<file path="src/rtl/insn_enc_pkg.sv">
// Shared opcodes, layer codes and field positions for the instruction encoder and decoder.
// CV sequence length depends on INSN_ENC_SELPE_EN (CVSELPE insertion).
package insn_enc_pkg;

  localparam logic [4:0] OP_CFGL    = 5'd1;
  localparam logic [4:0] OP_CFGFC   = 5'd2;
  localparam logic [4:0] OP_CFGCV   = 5'd3;
  localparam logic [4:0] OP_CFGCVIF = 5'd4;
  localparam logic [4:0] OP_FCLIF   = 5'd5;
  localparam logic [4:0] OP_FCLW    = 5'd6;
  localparam logic [4:0] OP_FCSOF   = 5'd7;
  localparam logic [4:0] OP_CVAIF   = 5'd8;
  localparam logic [4:0] OP_CVAW    = 5'd9;
  localparam logic [4:0] OP_CVAOF   = 5'd10;
  localparam logic [4:0] OP_CVLIFP  = 5'd11;
  localparam logic [4:0] OP_CVLWP   = 5'd12;
  localparam logic [4:0] OP_CVSOFP  = 5'd13;
  localparam logic [4:0] OP_MPAIF   = 5'd14;
  localparam logic [4:0] OP_MPSOF   = 5'd15;
  localparam logic [4:0] OP_CVSELPE = 5'd16;
  localparam logic [4:0] OP_EOC     = 5'd31;

  localparam logic [4:0] LAYER_FC = 5'd1;
  localparam logic [4:0] LAYER_CV = 5'd2;
  localparam logic [4:0] LAYER_MP = 5'd3;

  // Field positions inside the 27-bit payload; the decoder uses the same values.
  localparam int OP_LSB          = 27;
  localparam int CFGL_TYPE_LSB   = 16;
  localparam int CFGL_ACT_LSB    = 5;
  localparam int CFGL_BIAS_BIT   = 0;
  localparam int CFG_CIN_LSB     = 16;
  localparam int CFG_COUT_LSB    = 5;
  localparam int CFG_K_LSB       = 0;
  localparam int CFGCVIF_H_LSB   = 13;
  localparam int CFGCVIF_W_LSB   = 0;
  localparam int SELPE_BCAST_BIT = 8;

`ifdef INSN_ENC_SELPE_EN
  localparam logic [3:0] CV_WORDS = 4'd10;
`else
  localparam logic [3:0] CV_WORDS = 4'd9;
`endif

  typedef struct packed {
    logic [4:0]  typ;
    logic [4:0]  act;
    logic        bias;
    logic        last;
    logic [10:0] cin;
    logic [10:0] cout;
    logic [4:0]  k;
    logic [12:0] h;
    logic [12:0] w;
    logic [26:0] ifaddr;
    logic [26:0] weaddr;
    logic [26:0] ofaddr;
  } desc_t;

  localparam int DESC_W = $bits(desc_t);

  function automatic logic [3:0] layer_words(input logic [4:0] typ);
    case (typ)
      LAYER_FC: return 4'd5;
      LAYER_CV: return CV_WORDS;
      LAYER_MP: return 4'd3;
      default:  return 4'd0;
    endcase
  endfunction

  function automatic logic [31:0] mk_word(input logic [4:0] op, input logic [26:0] pl);
    return {op, pl};
  endfunction

endpackage

</file>
<file path="src/rtl/insn_encoder_insn_word_rom.sv">
// Combinational word table: instruction word and last-word flag for a descriptor and word index.
// Honours INSN_ENC_SELPE_EN (CVSELPE before CVLIFP).
module insn_word_rom
  import insn_enc_pkg::*;
(
  input  logic [DESC_W-1:0] desc_i,
  input  logic [3:0]        idx,
  output logic [31:0]       word,
  output logic              is_last,
  output logic              empty
);

  desc_t       desc;
  logic [4:0]  op;
  logic [26:0] pl;
  logic [3:0]  n_layer;
  logic [4:0]  n_total;
  logic [26:0] cfgl_pl;
  logic [26:0] io_pl;
  logic [26:0] cvif_pl;

  assign desc    = desc_t'(desc_i);
  assign cfgl_pl = (27'(desc.typ) << CFGL_TYPE_LSB) | (27'(desc.act) << CFGL_ACT_LSB)
                 | (27'(desc.bias) << CFGL_BIAS_BIT);
  assign io_pl   = (27'(desc.cin) << CFG_CIN_LSB) | (27'(desc.cout) << CFG_COUT_LSB);
  assign cvif_pl = (27'(desc.h) << CFGCVIF_H_LSB) | (27'(desc.w) << CFGCVIF_W_LSB);

  always_comb begin
    op      = '0;
    pl      = '0;
    n_layer = layer_words(desc.typ);
    n_total = {1'b0, n_layer} + {4'd0, desc.last};
    if (idx < n_layer) begin
      if (idx == 4'd0) begin
        op = OP_CFGL;
        pl = cfgl_pl;
      end else begin
        case (desc.typ)
          LAYER_FC: begin
            case (idx)
              4'd1: begin op = OP_CFGFC; pl = io_pl;       end
              4'd2: begin op = OP_FCLIF; pl = desc.ifaddr; end
              4'd3: begin op = OP_FCLW;  pl = desc.weaddr; end
              4'd4: begin op = OP_FCSOF; pl = desc.ofaddr; end
              default: ;
            endcase
          end
          LAYER_CV: begin
            case (idx)
              4'd1: begin op = OP_CFGCV;   pl = io_pl | (27'(desc.k) << CFG_K_LSB); end
              4'd2: begin op = OP_CFGCVIF; pl = cvif_pl;     end
              4'd3: begin op = OP_CVAIF;   pl = desc.ifaddr; end
              4'd4: begin op = OP_CVAW;    pl = desc.weaddr; end
              4'd5: begin op = OP_CVAOF;   pl = desc.ofaddr; end
`ifdef INSN_ENC_SELPE_EN
              // Broadcast to every PE: peid field left at 0.
              4'd6: begin op = OP_CVSELPE; pl = 27'(1) << SELPE_BCAST_BIT; end
              4'd7: op = OP_CVLIFP;
              4'd8: op = OP_CVLWP;
              4'd9: op = OP_CVSOFP;
`else
              4'd6: op = OP_CVLIFP;
              4'd7: op = OP_CVLWP;
              4'd8: op = OP_CVSOFP;
`endif
              default: ;
            endcase
          end
          LAYER_MP: begin
            case (idx)
              4'd1: begin op = OP_MPAIF; pl = desc.ifaddr; end
              4'd2: begin op = OP_MPSOF; pl = desc.ofaddr; end
              default: ;
            endcase
          end
          default: ;
        endcase
      end
    end else if (desc.last && (idx == n_layer)) begin
      op = OP_EOC;
    end
  end

  assign word    = mk_word(op, pl);
  assign empty   = (n_total == 5'd0);
  assign is_last = !empty && ({1'b0, idx} == (n_total - 5'd1));

endmodule

</file>
<file path="src/rtl/insn_encoder.sv">
// Expands layer descriptors into the instruction word stream and writes it to instruction RAM.
// Optional CVSELPE emission is enabled with INSN_ENC_SELPE_EN (handled in insn_word_rom).
module insn_encoder
  import insn_enc_pkg::*;
#(
  parameter int AW = 13
) (
  input  logic          clk,
  input  logic          rst_n,
  input  logic          clr,
  input  logic          desc_valid,
  output logic          desc_ready,
  input  logic [4:0]    desc_type,
  input  logic [4:0]    desc_act,
  input  logic          desc_bias,
  input  logic          desc_last,
  input  logic [10:0]   desc_cin,
  input  logic [10:0]   desc_cout,
  input  logic [4:0]    desc_k,
  input  logic [12:0]   desc_h,
  input  logic [12:0]   desc_w,
  input  logic [26:0]   desc_ifaddr,
  input  logic [26:0]   desc_weaddr,
  input  logic [26:0]   desc_ofaddr,
  output logic          iw_en,
  input  logic          iw_ready,
  output logic [AW-1:0] iw_addr,
  output logic [31:0]   iw_data,
  output logic          done,
  output logic          err
);

  typedef enum logic [1:0] {S_IDLE, S_EMIT, S_DONE, S_ERR} state_t;

  localparam logic [AW-1:0] ADDR_MAX = {AW{1'b1}};

  state_t        state_q, state_d;
  logic [3:0]    idx_q, idx_d;
  logic [AW-1:0] addr_q, addr_d;
  logic [31:0]   data_q, data_d;
  logic          is_last_q, is_last_d;
  logic          err_q, err_d;
  desc_t         desc_q, desc_d;

  desc_t         desc_in;
  desc_t         rom_desc;
  logic [3:0]    rom_idx;
  logic [31:0]   rom_word;
  logic          rom_last;
  logic          rom_empty;

  assign desc_in = '{typ: desc_type, act: desc_act, bias: desc_bias, last: desc_last,
                     cin: desc_cin, cout: desc_cout, k: desc_k, h: desc_h, w: desc_w,
                     ifaddr: desc_ifaddr, weaddr: desc_weaddr, ofaddr: desc_ofaddr};

  // The ROM looks one word ahead so iw_data can be registered: word 0 of the
  // incoming descriptor while idle, the following word of the latched one while emitting.
  always_comb begin
    rom_desc = desc_q;
    rom_idx  = idx_q + 4'd1;
    if (state_q == S_IDLE) begin
      rom_desc = desc_in;
      rom_idx  = 4'd0;
    end
  end

  insn_word_rom u_rom (
    .desc_i  (rom_desc),
    .idx     (rom_idx),
    .word    (rom_word),
    .is_last (rom_last),
    .empty   (rom_empty)
  );

  always_comb begin
    state_d   = state_q;
    idx_d     = idx_q;
    addr_d    = addr_q;
    data_d    = data_q;
    is_last_d = is_last_q;
    err_d     = err_q;
    desc_d    = desc_q;
    if (clr) begin
      state_d   = S_IDLE;
      idx_d     = '0;
      addr_d    = '0;
      data_d    = '0;
      is_last_d = 1'b0;
      err_d     = 1'b0;
      desc_d    = '0;
    end else begin
      case (state_q)
        S_IDLE: begin
          if (desc_valid) begin
            desc_d = desc_in;
            idx_d  = '0;
            if (layer_words(desc_in.typ) == 4'd0) begin
              err_d = 1'b1;
            end
            if (!rom_empty) begin
              data_d    = rom_word;
              is_last_d = rom_last;
              state_d   = S_EMIT;
            end
          end
        end
        S_EMIT: begin
          if (iw_ready) begin
            if (is_last_q) begin
              state_d = desc_q.last ? S_DONE : S_IDLE;
              if (addr_q != ADDR_MAX) begin
                addr_d = addr_q + 1'b1;
              end
            end else if (addr_q == ADDR_MAX) begin
              // Words remain but the RAM is full: stop rather than wrap.
              state_d = S_ERR;
              err_d   = 1'b1;
            end else begin
              addr_d    = addr_q + 1'b1;
              idx_d     = idx_q + 4'd1;
              data_d    = rom_word;
              is_last_d = rom_last;
            end
          end
        end
        S_DONE: ;
        S_ERR:  ;
        default: state_d = S_IDLE;
      endcase
    end
  end

  always_ff @(posedge clk or negedge rst_n) begin
    if (!rst_n) begin
      state_q   <= S_IDLE;
      idx_q     <= '0;
      addr_q    <= '0;
      data_q    <= '0;
      is_last_q <= 1'b0;
      err_q     <= 1'b0;
      desc_q    <= '0;
    end else begin
      state_q   <= state_d;
      idx_q     <= idx_d;
      addr_q    <= addr_d;
      data_q    <= data_d;
      is_last_q <= is_last_d;
      err_q     <= err_d;
      desc_q    <= desc_d;
    end
  end

  assign iw_en      = (state_q == S_EMIT);
  assign desc_ready = (state_q == S_IDLE);
  assign done       = (state_q == S_DONE);
  assign err        = err_q;
  assign iw_addr    = addr_q;
  assign iw_data    = data_q;

endmodule
</file>
<file path="config.mk">
export PLATFORM = sky130hd
export DESIGN_NAME = insn_encoder
export DESIGN_NICKNAME = d
export VERILOG_FILES = /design/src/rtl/insn_enc_pkg.sv /design/src/rtl/insn_encoder_insn_word_rom.sv /design/src/rtl/insn_encoder.sv
export SDC_FILE = /design/constraint.sdc
export NUM_CORES = 1
export LEC_CHECK = 0
export CORE_MARGIN = 5
export CORE_UTILIZATION = 42
export CTS_CLUSTER_SIZE = 30
export DETAILED_ROUTE_END_ITERATION = 10
export PLACE_DENSITY = 0.67
export RECOVER_POWER = 50
export SYNTH_ARGS = -nofsm -noshare
export SYNTH_HDL_FRONTEND = slang
export SYNTH_HIERARCHICAL = 1
export SYNTH_SLANG_ARGS = --single-unit
</file>
<file path="constraint.sdc">
create_clock -name clk -period 8.4 [get_ports clk]
set_input_delay 1.26 -clock clk [delete_from_list [all_inputs] [get_ports clk]]
set_output_delay 1.26 -clock clk [all_outputs]
set_load 0.1 [all_outputs]
</file>
==> impl_metrics.ini, run 1 <==
[power]
p_per_area_nw_per_um2 = 181.1
switching_share_pct = 36.09
internal-power_mw = 1.811
power.total_mw = 2.833
p_sw_mw = 1.022
clkPwrFrac_pct = 28.3
power_frac_comb_pct = 33.9
seqPwrFrac_pct = 37.9
ir_worst_vdd_v = 0.0001522
leakage_nw = 6.446

[synthesis]
ys_ff_latch = 199
yosys.area_share.adder_pct = 0.6761
netlist_top_cells_area = dfrtp_1 (38%), mux2_2 (13%), a22o_1 (11%)
synth_area_um2 = 12950
synth.area.mux_share_pct = 20.42
yosys.area_share.simple_pct = 9.843
synth.distinct_cells = 78
yosysTopAreaCell = dfrtp_1
async_reset_ff_share_pct = 100.0
synthXorXnorAreaFrac_pct = 0.5409
syn_inst = 1240
synth_top_area_share_pct = 38.44
synth-edff-count = 0
synth_top_family_by_area = compound AO/OA/AOI/OAI gates
syn_area_per_cell_um2 = 10.45
synth_nets = 1398
synthFlopType = dfrtp_1
synth_compound_area_share_pct = 25.25
seq_area_frac_synth_pct = 38.44
ys_warn_count = 6

[setup_path]
cp_data_required_time_ns = 8.62
crit_path_end_kind = async pin
r2r_slack_ns = 3.46
crit_type = input port to async pin
cp_cell_sequence = clkbuf_1 -> clkbuf_2
crit_slowest_cell = clkbuf_1
critPathLaunchType = input port
critPathBufInv = 2
cp_slowest_stage_delay_ns = 2.47
crit_path_max_fanout = 71
crit_family = buffers and inverters
worst_ep_arrival_time_ns = 5.42

[timing]
hold_slack_ns = 0.5011
setup_viol = 0
rsz0062_at_grt = false
setup_ws_ns = 3.196
tightest_slew_ns = 3.565
maxSlewViolCount = 270
setup_tns_ns = 0
finalCritPeriodShare_pct = 61.95
timing.fmax_mhz = 192.2
slew-limit-headroom_pct = -137.7
finClkSkew_ns = 0.01049
min_period_ns = 5.204
hold_violations = 0

[clock_network]
cts_hold_buf = 0
clk_pin_slew_ns = 0.07
cts_buffers = 17
cts_resized = 0
postCtsSetupBuffers = 0
clkLatencyLatePin_ns = 0.44
root_buffer = clkbuf_16
cts_max_level = 4
clockBufferDepth = 2
cts_tree = done
clock_sinks = 199

[layout]
nFillCells = 2750
drive_gt1_share_pct = 19.01
final_cells = 1774
area_delta_synth_final_pct = 20.75
fin_util_pct = 51.27
stdcell_area_um2 = 15640
antenna_cells = 0
nets = 1523

[route]
first_pass_iters = 6
via_per_inst = 6.315
route.vias.total = 11200
wl_um = 44050
drt-initial-drc-count = 1237
drc = 0
ant_nets = 0
wl_per_cell_um = 24.83

[grt]
gr-usage-all-layers_pct = 25.02
first_global_vias = 11170
grt_antenna_before_repair = 0
grt_pass1_wl_um = 66860
grt_max_degree = 85
overflow = 0

[floorplan]
dieWidth_um = 185.6
core.rowCount = 64
io_pins = 200
coreArea_um2 = 30510
die_h_um = 185.6
die_area_um2 = 34450
initial_core_util_pct = 42.46

[placed_design]
gp_congestion = 0.9617
hpwl_um = 30740
dpl_cell_area_um2 = 15110
dpl.cell_count = 1742
place_worst_setup_slack_ns = 2.985
io_buffers = 199

[job]
drv_cap = 4

[min_path]
min_path_type = register to register

[status]
violations = max-capacitance violations, max-slew violations
outcome = finished, violations left
Yosys cell counts, types with 8 or more instances:
master       n
a21oi_1     50
a22o_1     162
a22oi_1     37
a2bb2oi_1    9
a31oi_1     18
buf_2       64
clkbuf_1    39
dfrtp_1    199
inv_1       13
mux2_2     151
mux2_4      30
mux2i_1     46
nand2_1     56
nand2b_1    10
nand3_1     18
nor2_1      35
nor2b_1     41
o21ai_0     34
o21ai_1     25
o22ai_1     23
o2bb2ai_1    8
o31ai_1      8
o32ai_1      8
or3_1        8
flip-flops by register name, indices dropped and copies added, names as in the netlist:
signal and count:
desc_q 146, err 1, state_q 2, iw_data 32, iw_addr 13, is_last_q 1, idx_q 4
power groups by stage:
stage / clock (mW) / sequential (mW) / combinational (mW)
6_report: 0.801 / 1.07 / 0.960
5_1_grt: 0.851 / 1.08 / 1.01
4_1_cts: 0.819 / 1.07 / 0.948
3_5_place_dp: 0 / 1.09 / 0.944
3_3_place_gp: 0 / 1.09 / 0.941
2_1_floorplan: 0 / 1.17 / 0.557
layer usage:
metal	vias up	part of all wire, %	track usage (%)
met5	-	0	0
met4	0	4.3	9.881
met3	99	7.2	3.772
met2	514	46	39.93
met1	5554	42	34.38
li1	5035	-	-
final timing paths:
kind | cells after the start | end | startpoint
setup reg to reg | 12 | iw_data[28] | state_q[0]
hold / removal | 1 | desc_q[8] | desc_q[8]
hold reg to reg | 1 | desc_q[8] | desc_q[8]
min in group asynchronous | 1 | desc_q[43] | rst_n
setup / recovery | 2 | idx_q[0] | rst_n
max in group clk | 12 | iw_data[28] | desc_type[1]
layout by cell type (no fill, tap or decap), types with 18 or more instances in the layout:
| master | synthesis | routed |
|---|---|---|
| dfrtp_1 | 199 | 199 |
| clkdlybuf4s50_1 | 0 | 195 |
| a22o_1 | 162 | 162 |
| mux2_2 | 151 | 151 |
| nand2_1 | 56 | 56 |
| a21oi_1 | 50 | 49 |
| mux2i_1 | 46 | 46 |
| nor2b_1 | 41 | 38 |
| a22oi_1 | 37 | 37 |
| o21ai_0 | 34 | 34 |
| nor2_1 | 35 | 32 |
| mux2_4 | 30 | 30 |
| o21ai_1 | 25 | 25 |
| o22ai_1 | 23 | 23 |
| buf_4 | 2 | 22 |
| nand3_1 | 18 | 18 |
| a31oi_1 | 18 | 18 |
logic make-up after synthesis:
group | count (synthesis)
AO/OA/AOI/OAI | 438
XOR/XNOR | 8
adder cells (fa/ha/maj) | 7
buffers and inverters | 133
flip-flops | 199
multiplexers | 230
AND/OR/NAND/NOR | 225
final cells by class:
| type | count | area, um^2 | area share, % |
|---|---|---|---|
| Clock buffer | 18 | 439.2 | 2.808 |
| Clock inverter | 14 | 116.4 | 0.7439 |
| Inverter | 15 | 56.30 | 0.3600 |
| Multi-Input combinational cell | 908 | 7395 | 47.28 |
| Sequential cell | 199 | 4980 | 31.84 |
| Tap cell | 396 | 495.5 | 3.168 |
| Timing Repair Buffer | 224 | 2160 | 13.81 |
Note: power is estimated with default switching activity, not from simulation.
==> inputs of run 2 (changes only) <==
Settings changed: PLACE_DENSITY 0.67 to 0.69.
Clock period 8.4 ns to 4.63 ns, I/O delays scaled along.
==> run 2 against run 1 <==
Clock skew is 0.0017 ns higher. The flow still finishes with violations (max-capacitance violations, max-slew violations). Critical path depth increased by 11. Global-route usage fell by 0.081 points. Critical endpoint is now iw_data[1]. Register-to-register slack got worse by 2.9 ns. Via count grew 1.7%. Power grew 86%. Die area unchanged.
==> impl_metrics.ini, run 2 (synthesis gave the netlist of run 1 again) <==
[floorplan]
io_pins = 200
dieWidth_um = 185.6
die_h_um = 185.6
initial_core_util_pct = 42.46
core.rowCount = 64
die_area_um2 = 34450
coreArea_um2 = 30510

[timing]
hold_slack_ns = 0.5012
rsz0062_at_grt = false
setup_tns_ns = 0
timing.fmax_mhz = 246.4
min_period_ns = 4.059
tightest_slew_ns = 3.428
finClkSkew_ns = 0.01218
finalCritPeriodShare_pct = 87.67
maxSlewViolCount = 205
setup_viol = 0
hold_violations = 0
slew-limit-headroom_pct = -128.6

[clock_network]
cts_max_level = 4
clk_pin_slew_ns = 0.07
postCtsSetupBuffers = 0
clockBufferDepth = 2
cts_resized = 0
clock_sinks = 199
root_buffer = clkbuf_16
clkLatencyLatePin_ns = 0.45
cts_hold_buf = 0
cts_buffers = 17
cts_tree = done

[route]
first_pass_iters = 6
wl_per_cell_um = 24.48
wl_met3_um = 3490
wl_met2_um = 19750
route.vias.total = 11390
wl_um = 43840
drc = 0
via_per_inst = 6.362
drt-initial-drc-count = 1196
ant_nets = 0
routedLengthMet1_um = 18760
top_layer_used = met4

[min_path]
min_delay_path_depth = 1
worstHoldStart = desc_q[7]
whs_endpoint = desc_q[7]
min_path_type = register to register

[power]
ir_worst_vdd_v = 0.0002474
p_per_area_nw_per_um2 = 332.2
leakage_nw = 6.557
power.total_mw = 5.270

[setup_path]
critPathLaunchType = register
crit_type = register to register
crit_path_max_fanout = 19
rr_endpoint = iw_data[1]
worst_ep_arrival_time_ns = 4.45
r2r-start = state_q[1]
crit_path_end_kind = register
cp_data_required_time_ns = 5.02
rr_worst_depth = 13
r2r_slack_ns = 0.57

[layout]
largest_register = desc_q
drive_gt1_share_pct = 19.78
area_delta_synth_final_pct = 22.49
final_common_cell = dfrtp_1
final_cell_mix = dfrtp_1 (199), clkdlybuf4s50_1 (196), a22o_1 (162)
fin_util_pct = 52.01
nets = 1540
antenna_cells = 0
largest_reg_flops = 146
stdcell_area_um2 = 15870

[grt]
gr-usage-all-layers_pct = 24.94
first_global_vias = 11320
grt_pass1_wl_um = 66880
overflow = 0
grt_antenna_before_repair = 0
grt_max_degree = 147

[status]
outcome = finished, violations left
violations = max-capacitance violations, max-slew violations

[placed_design]
io_buffers = 199
hpwl_um = 30080
gp_congestion = 0.9319
dpl_cell_area_um2 = 15310

[job]
drv_cap = 2
run 2: cell types whose count changed in the layout (fill, tap and decap cells not counted), moves of 2 or more:
cell	previous run	this run
clkbuf_1	2	4
clkinv_4	5	2
buf_4	22	36
inv_6	6	4
buf_12	0	5
bufinv_16	0	3
run 2: area by class of cell:
class	count	area (um^2)
multi-input combinational	908	7377
clock buffer	20	436.7
timing repair buffer	241	2356
inverter	15	56.30
tap	396	495.5
sequential	199	4980
fill	2748	14640
clock inverter	12	165.2
run 2: how the worst max path moves through the flow:
stage,from,end,cells after the start
floorplan,state_q[0],iw_data[0],16
global placement,desc_type[2],iw_data[1],13
detailed placement,desc_type[2],iw_data[1],13
CTS,state_q[1],iw_data[1],13
global route,state_q[1],desc_q[117],5
finish,state_q[1],iw_data[1],13
run 2: power by group:
part           switching, mW  total [mW]  internal (mW)
registers             0.0758        1.94           1.87
logic                   1.04        1.76          0.725
clock network          0.704        1.56          0.860
run 2: stage by stage:
stage	setup WS (ns)	cells
2_1_floorplan	0.08325	1240
3_3_place_gp	0.4006	1759
3_5_place_dp	0.3391	1759
4_1_cts	0.5693	1791
5_1_grt	0.2620	1791
6_report	0.5710	1791
run 2: per-layer routing:
layer  vias to the layer above  global-route usage (%)
met3                        93                   4.495
met1                      5699                   35.14
met5                         -                       0
met2                       540                   37.65
met4                         0                   11.02
li1                       5062                       -
run 2: critical path, cell delays in order, from the launching register on:
cell and delay (ns):
dfrtp_1 0.52, nor2_4 0.30, mux2_2 0.44, or4b_4 0.62, nor2_8 0.16, inv_1 0.06
ha_1 0.29, a21oi_1 0.17, o21a_1 0.35, nand3_1 0.11, buf_4 0.24, a31oi_1 0.36
nor2b_1 0.21, mux2_4 0.17
==> inputs of run 3 (changes only) <==
Settings changed: GPL_TIMING_DRIVEN set to 0.
==> run 3 against run 2 <==
The run ends with max-capacitance violations, max-slew violations, negative setup slack left. Count of clock-buffer cells in the layout fell by 3. Worst setup slack got worse by 0.58 ns. Routed wire length is 19% higher. Global-route usage is 4.8 points higher. Clock skew grew 0.0027 ns. Utilization is 0.66 points higher. Final cell count rose by 4.3%. Via count is 4.9% higher. Largest cell class unchanged.
==> impl_metrics.ini, run 3 (synthesis gave the netlist of run 1 again) <==
[timing]
min_period_ns = 4.642
setup_ws_ns = -0.01218
rsz0062_at_grt = true
tightest_slew_ns = 2.385
finalCritPeriodShare_pct = 100.3
hold_slack_ns = 0.5029
maxSlewViolCount = 201
setup_tns_ns = -0.01218
slew-limit-headroom_pct = -58.98
hold_violations = 0
finClkSkew_ns = 0.01489
timing.fmax_mhz = 215.4
setup_viol = 1

[route]
ant_nets = 0
via_per_inst = 6.399
wl_um = 52000
route.vias.total = 11950
drc = 0
wl_per_cell_um = 27.83
drt-initial-drc-count = 1399
first_pass_iters = 6

[clock_network]
clkLatencyLatePin_ns = 0.47
root_buffer = clkbuf_16
clockBufferDepth = 2
clk_pin_slew_ns = 0.08
clock_sinks = 199
cts_max_level = 4
cts_tree = done
cts_buffers = 17

[setup_path]
crit_type = register to register
rr_worst_depth = 16
worst_ep_arrival_time_ns = 5.05
critPathLaunchType = register
cp_data_required_time_ns = 5.04
worstSetupStartpoint = state_q[0]
crit_path_max_fanout = 10
r2r_slack_ns = -0.01
rr_endpoint = iw_data[23]
r2r-start = state_q[0]
crit_path_end_kind = register

[placed_design]
dpl_cell_area_um2 = 15470
hpwl_um = 38130
io_buffers = 199
place_worst_setup_slack_ns = -1.528
gp_congestion = 1.071
dpl.cell_count = 1836

[grt]
grt_pass1_wl_um = 76300
grt_antenna_before_repair = 1
first_global_vias = 12040
overflow = 0
grt_max_degree = 107
gr-usage-all-layers_pct = 29.78

[floorplan]
core.rowCount = 64
coreArea_um2 = 30510
dieWidth_um = 185.6
die_area_um2 = 34450
initial_core_util_pct = 42.46
io_pins = 200
die_h_um = 185.6

[power]
p_per_area_nw_per_um2 = 333.5
leakage_nw = 6.751
ir_worst_vdd_v = 0.0002761
power.total_mw = 5.360

[layout]
final_common_cell = dfrtp_1
nets = 1617
final_cells = 1868
stdcell_area_um2 = 16070
antenna_cells = 0
drive_gt1_share_pct = 21.06
largest_reg_flops = 146
multi_input_comb_area_um2 = 7381
largest_register = desc_q
area_delta_synth_final_pct = 24.05
fin_util_pct = 52.67
final_cell_mix = dfrtp_1 (199), clkdlybuf4s50_1 (197), a22o_1 (162)
regArea_um2 = 4980
nFillCells = 2759

[min_path]
min_delay_path_depth = 1
whs_endpoint = desc_q[143]
min_path_type = register to register
worstHoldStart = desc_q[143]

[job]
drv_cap = 2

[status]
outcome = finished, violations left
violations = max-capacitance violations, max-slew violations, negative setup slack
-- run 3: cell types whose count changed in the layout (fill, tap and decap cells not counted), sizes merged, moves of 2 or more --
cell / previous run / this run
clkinv: 2 / 4
clkbuf: 22 / 56
buf: 42 / 81
bufinv: 3 / 1
inv: 19 / 23
-- run 3: power breakdown --
part | total [mW] | switching (mW) | internal, mW
clock | 1.53 | 0.763 | 0.766
combinational | 1.89 | 1.16 | 0.734
sequential | 1.94 | 0.0735 | 1.87
-- run 3: worst max path at each step --
stage / endpoint / slack [ns] / cells after the start
floorplan: iw_data[0] / 0.08 / 16
finish: iw_data[23] / -0.01 / 16
CTS: iw_data[23] / 0.07 / 17
global route: iw_data[13] / -0.1 / 15
global placement: iw_addr[2] / -5.70 / 1
detailed placement: iw_data[3] / -1.53 / 17
-- run 3: worst max-delay path, cell delays in order (launching register included) --
cell	delay [ns]
dfrtp_1	0.41
buf_2	0.21
nor2_4	0.14
buf_2	0.25
mux2_2	0.46
nor4b_4	0.51
and2_1	0.19
buf_4	0.18
inv_2	0.09
ha_1	0.30
a21oi_1	0.18
o21a_1	0.23
nand3_2	0.34
buf_2	0.36
a21oi_1	0.34
nor2b_1	0.22
mux2_4	0.16
-- run 3: timing repair --
item,in CTS,in global routing
pin swaps,1,0
endpoints found under the setup margin,34,32
resized for setup,4,5
hold buffers,0,0
setup buffers,2,0
-- run 3: cell type report --
class                   instances  share of cell area (%)
flip-flops and latches        199                   30.99
multi-input cells             908                   45.93
clock inverters                15                  0.9889
repair buffers                202                   12.50
plain buffers                 116                   3.504
well taps                     396                   3.083
inverters                      15                  0.3504
clock buffers                  17                   2.647
-- run 3: per-layer routing --
| layer | up-vias | share of wire, % | routed length (um) | track usage (%) |
|---|---|---|---|---|
| met5 | - | 0.025 | 13 | 0 |
| met4 | 2 | 4.6 | 2389 | 14.43 |
| met3 | 127 | 8.2 | 4253 | 6.547 |
| met2 | 608 | 45 | 23350 | 45.87 |
| met1 | 6005 | 42 | 21990 | 39.91 |
| li1 | 5212 | - | - | - |
